--- src/rtl/dct8_transpose_mem.sv ---
// 8x8 transpose buffer between the row-pass and column-pass DCT stages.
// Optional DCT8_TPOSE_PINGPONG_EN: two banks so one block fills while the other drains.
module dct8_transpose_mem #(
  parameter int N = 8,   // only 8 is supported: counters are fixed at 3 bits
  parameter int W = 16
) (
  input  logic           clk,
  input  logic           rst_n,        // asynchronous, active-high
  input  logic           in_valid,
  output logic           in_ready,
  input  logic [N*W-1:0] in_row,
  output logic           out_valid,
  input  logic           out_ready,
  output logic [N*W-1:0] out_col,
  output logic           out_last,
  output logic [3:0]     dbg_state_o
);

  // Handshake: a transfer happens on the rising clk edge where valid && ready.
  // Once raised, out_valid holds and out_col is stable until its transfer completes;
  // in_valid seen while in_ready is low is ignored and its data is not captured.

  logic           in_fire;
  logic           out_fire;
  logic [N*W-1:0] col_data;
  logic [2:0]     wr_row_q, wr_row_d;
  logic [2:0]     rd_col_q, rd_col_d;

  assign in_fire  = in_valid && in_ready;
  assign out_fire = out_valid && out_ready;

`ifdef DCT8_TPOSE_PINGPONG_EN

  logic [W-1:0] mem_q [2][N][N];
  logic         run_q, run_d;
  logic         wr_bank_q, wr_bank_d;
  logic         rd_bank_q, rd_bank_d;
  logic [1:0]   full_q, full_d;

  always_ff @(posedge clk or posedge rst_n) begin
    if (rst_n) begin
      run_q     <= 1'b0;
      wr_bank_q <= 1'b0;
      rd_bank_q <= 1'b0;
      full_q    <= 2'b00;
      wr_row_q  <= 3'd0;
      rd_col_q  <= 3'd0;
    end else begin
      run_q     <= run_d;
      wr_bank_q <= wr_bank_d;
      rd_bank_q <= rd_bank_d;
      full_q    <= full_d;
      wr_row_q  <= wr_row_d;
      rd_col_q  <= rd_col_d;
    end
  end

  // Fill of one bank and drain of the other touch different full bits, so both may land on one edge.
  always_comb begin
    run_d     = 1'b1;
    wr_bank_d = wr_bank_q;
    rd_bank_d = rd_bank_q;
    full_d    = full_q;
    wr_row_d  = wr_row_q;
    rd_col_d  = rd_col_q;
    in_ready  = run_q && !full_q[wr_bank_q];
    out_valid = full_q[rd_bank_q];
    if (in_valid && in_ready) begin
      wr_row_d = wr_row_q + 3'd1;
      if (wr_row_q == 3'd7) begin
        full_d[wr_bank_q] = 1'b1;
        wr_bank_d         = !wr_bank_q;
      end
    end
    if (out_valid && out_ready) begin
      rd_col_d = rd_col_q + 3'd1;
      if (rd_col_q == 3'd7) begin
        full_d[rd_bank_q] = 1'b0;
        rd_bank_d         = !rd_bank_q;
      end
    end
  end

  always_ff @(posedge clk) begin
    if (in_fire) begin
      for (int j = 0; j < N; j++) begin
        mem_q[wr_bank_q][wr_row_q][j] <= in_row[j*W +: W];
      end
    end
  end

  always_comb begin
    col_data = '0;
    for (int i = 0; i < N; i++) begin
      col_data[i*W +: W] = mem_q[rd_bank_q][i][rd_col_q];
    end
  end

  assign dbg_state_o = {full_q, wr_bank_q, rd_bank_q};

`else

  typedef enum logic [1:0] {
    ST_IDLE  = 2'd0,
    ST_FILL  = 2'd1,
    ST_DRAIN = 2'd2
  } state_e;

  state_e       state_q, state_d;
  logic [W-1:0] mem_q [N][N];

  always_ff @(posedge clk or posedge rst_n) begin
    if (rst_n) begin
      state_q  <= ST_IDLE;
      wr_row_q <= 3'd0;
      rd_col_q <= 3'd0;
    end else begin
      state_q  <= state_d;
      wr_row_q <= wr_row_d;
      rd_col_q <= rd_col_d;
    end
  end

  // ST_IDLE holds in_ready low for the first edge after reset release.
  always_comb begin
    state_d   = state_q;
    wr_row_d  = wr_row_q;
    rd_col_d  = rd_col_q;
    in_ready  = 1'b0;
    out_valid = 1'b0;
    case (state_q)
      ST_IDLE: begin
        state_d  = ST_FILL;
        wr_row_d = 3'd0;
      end
      ST_FILL: begin
        in_ready = 1'b1;
        if (in_valid) begin
          wr_row_d = wr_row_q + 3'd1;
          if (wr_row_q == 3'd7) begin
            state_d  = ST_DRAIN;
            rd_col_d = 3'd0;
          end
        end
      end
      ST_DRAIN: begin
        out_valid = 1'b1;
        if (out_ready) begin
          rd_col_d = rd_col_q + 3'd1;
          if (rd_col_q == 3'd7) begin
            state_d  = ST_FILL;
            wr_row_d = 3'd0;
          end
        end
      end
      default: state_d = ST_IDLE;
    endcase
  end

  always_ff @(posedge clk) begin
    if (in_fire) begin
      for (int j = 0; j < N; j++) begin
        mem_q[wr_row_q][j] <= in_row[j*W +: W];
      end
    end
  end

  always_comb begin
    col_data = '0;
    for (int i = 0; i < N; i++) begin
      col_data[i*W +: W] = mem_q[i][rd_col_q];
    end
  end

  assign dbg_state_o = {2'b00, state_q};

`endif

  // Gate with out_valid so the output reads zero in reset and never shows stale storage.
  assign out_col  = out_valid ? col_data : '0;
  assign out_last = out_valid && (rd_col_q == 3'd7);

endmodule

--- config.mk ---
export PLATFORM = sky130hd
export DESIGN_NAME = dct8_transpose_mem
export DESIGN_NICKNAME = d
export VERILOG_FILES = /design/src/rtl/dct8_transpose_mem.sv
export SDC_FILE = /design/constraint.sdc
export NUM_CORES = 1
export LEC_CHECK = 0
export BUFFER_PORTS_ARGS = -buffer_cell sky130_fd_sc_hd__buf_2
export CAP_MARGIN = 30
export CORE_MARGIN = 10
export CORE_UTILIZATION = 40
export DETAILED_ROUTE_END_ITERATION = 12
export GPL_TIMING_DRIVEN = 0
export PLACE_DENSITY = 0.6
export SLEW_MARGIN = 20
export SYNTH_ARGS = -nofsm -noshare
export SYNTH_HDL_FRONTEND = slang
export SYNTH_SLANG_ARGS = --single-unit
--- constraint.sdc ---
create_clock -name clk -period 15.25 [get_ports clk]
set_input_delay 3.05 -clock clk [delete_from_list [all_inputs] [get_ports clk]]
set_output_delay 3.05 -clock clk [all_outputs]
set_load 0.02 [all_outputs]
==> impl_metrics.csv <==
group,metric,value,unit
synth,netlist_area,39300,µm²
routing,wl_per_cell,31.8,µm
setup_path,path_delay_family,"buffers and inverters",
final_layout,final_area,46600,µm²
clock_network,cts_setup_buffers,0,
place,dp_hpwl,91.5,mm
die,start_util,40.5,%
clock_network,postCtsHoldBufs,0,
routing,vias,22000,
sta,setup_viol,0,
die,fp.coreArea,97100,µm²
setup_path,crit_arrival,3.76,ns
sta,finClkSkew,0.0337,ns
die,rows,114,
clock_network,cts_tree,"yes",
setup_path,critPathBufInv,4,
global_routing,grt_antenna_before_repair,43,
synth,synthAdderAreaFrac,0.127,%
sta,maxSlewViolCount,0,
run,cap_violations,0,
synth,ys_seq_area_share,78.7,%
die,dieArea,111000,µm²
power,power.density,141,nW/µm²
setup_path,end_kind,"output pin",
synth,synth_top_area_share,78.2,%
synth,ys_async_sr_fraction,0.775,%
global_routing,grt_util_all_layers,21.7,%
setup_path,critPathMostFrequentCell,"buf_2",
final_layout,drive_above_1_share,22.8,%
sta,max_freq,147,MHz
routing,drc,0,
synth,avgSynthCellArea,18.8,µm²
routing,firstDrtPassIters,6,
setup_path,slowest_delay,0.74,ns
sta,worst_slack,8.44,ns
routing,detail-route-antenna-nets,0,
clock_network,clockBufferDepth,3,
synth,synth.area.mux_share,13.1,%
power,p_leak,15.3,nW
synth,netlist_instances,2093,
synth,synth_edf_count,1024,
routing,drt_iter0_markers,2632,
synth,synth_top_family_by_area,"multiplexers",
routing,wl,125,mm
global_routing,overflow,0,
die,die_y,334,µm
sta,worst_pin_slew,1.04,ns
synth,yosysMostFrequentCell,"edfxtp_1",
final_layout,area_growth,18.5,%
routing,vias_per_cell,5.58,
hold_path,hold_path.class,"reg2reg",
clock_network,clkTransAtPathRegs,0.06,ns
place,numPortBuffers,264,
sta,final.period_utilization,44.7,%
power,ir_worst_vdd,0.0752,mV
sta,rsz0062_at_grt,"no",
global_routing,grt_pass1_wl,169,mm
sta,final.setup.tns,0,ns
die,ios,267,
clock_network,cts_sinks,1032,
place,postPlaceCellArea,43400,µm²
synth,synth_common_cells,"1024 x edfxtp_1, 513 x mux2i_1, 257 x o22ai_1",
synth,synth_area_leaders,"edfxtp_1 78%, mux2i_1 13%, o22ai_1 4.1%, or2_1 1.9%, buf_2 0.90%",
setup_path,crit_fanout,10,
setup_path,path_class,"reg2out",
setup_path,worstPathCellList,"buf_2, nand4bb_1, buf_2, buf_1, o22ai_1, or2_1, buf_2",
final_layout,fin_util,48.0,%
synth,synth-seq-cells,1032,
clock_network,cts_root_buffer,"clkbuf_16",
final_layout,fill_cells,8031,
final_layout,multi_input_area,7890,µm²
global_routing,grt_max_degree,27,
global_routing,grt_pass1_vias,21600,
synth,synthXorXnorAreaFrac,0,%
sta,holdWs,0.579,ns
setup_path,slowest_stage,"buf_1",
synth,yosys.area_share.simple,2.45,%
clock_network,htree_levels,3,
outcome,run_status,"complete, no violations",
clock_network,clk_latency,0.67,ns
power,power.total,6.59,mW
clock_network,cts_buffers,98,
final_layout,nets,2700,
synth,synth_flop_cell,"edfxtp_1",
synth,yosysWarnings,0,
place,place_worst_setup_slack,9.19,ns
synth,synth.distinct_cells,29,
sta,fin_crit,6.81,ns
die,dieWidth,334,µm
setup_path,cp.required,12.20,ns
synth,synth_top_cell_by_area,"edfxtp_1",
sta,relSlewSlack,30.9,%
final_layout,seq_area,30900,µm²
setup_path,start_kind,"flop",
synth,synth_compound_area_share,4.29,%
final_layout,finalNonFillerCells,3933,
place,place_congestion,0.882,
place,dp_cells,3740,
clock_network,ctsResizeCount,0,
sta,final_hold_viol_count,0,
-- where the power goes --
part / internal (mW) / total [mW] / switching, mW
Sequential: 3.53 / 3.61 / 0.0805
Combinational: 0.175 / 0.564 / 0.389
Clock: 1.39 / 2.41 / 1.02
-- area by class of cell --
cell class	instances	area share (%)
buffer	118	1.17
tap	1276	3.43
multi-input combinational	942	16.9
timing repair buffer	370	5.16
sequential	1032	66.4
inverter	2	0.0161
clock inverter	58	1.11
clock buffer	123	5.71
antenna	12	0.0644
-- per-layer routing --
layer | vias up | GRT usage (%) | share of wire, %
met1 | 11200 | 28.1 | 39
li1 | 9358 | - | -
met5 | - | 0 | 0.10
met2 | 1169 | 34.8 | 48
met3 | 218 | 5.79 | 10
met4 | 20 | 8.24 | 3.4
-- cell usage in the layout (no fill, tap or decap), drive strengths merged, types with 3 or more instances in the layout --
cell      count
edfxtp     1024
mux2i       513
buf         464
o22ai       257
clkbuf      147
or2         128
clkinv       42
diode        12
bufinv        9
dfrtp         8
nor3          8
nand2         5
clkinvlp      5
ha            4
inv           4
nand2b        3
a32o          3
nor2b         3
a21o          3
-- worst paths after layout --
check | startpoint | to | slack, ns | depth (start not counted)
min in group asynchronous | rst_n | state_q[0] | 2.35 | 2
setup reg to reg | state_q[0] | mem_q[3][22] | 11.88 | 9
max in group asynchronous | rst_n | wr_row_q[1] | 12.63 | 2
hold / removal | wr_row_q[1] | wr_row_q[1] | 0.58 | 1
hold reg to reg | wr_row_q[1] | wr_row_q[1] | 0.58 | 1
setup / recovery | state_q[0] | out_col[105] | 8.44 | 7
-- flip-flops by register name (all words and copies together), names as in the netlist --
name and count:
state_q 2, rd_col_q 3, wr_row_q 3, mem_q 1024
-- kinds of logic (layout without fill, tap and decap cells) --
| logic type | Yosys count | after routing |
|---|---|---|
| flip-flops | 1032 | 1032 |
| buffers and inverters | 120 | 671 |
| adder cells (fa/ha/maj) | 4 | 4 |
| other | 1 | 14 |
| AND/OR/NAND/NOR | 156 | 156 |
| multiplexers | 513 | 513 |
| AO/OA/AOI/OAI | 267 | 267 |
Note: power is estimated with default switching activity, not from simulation.
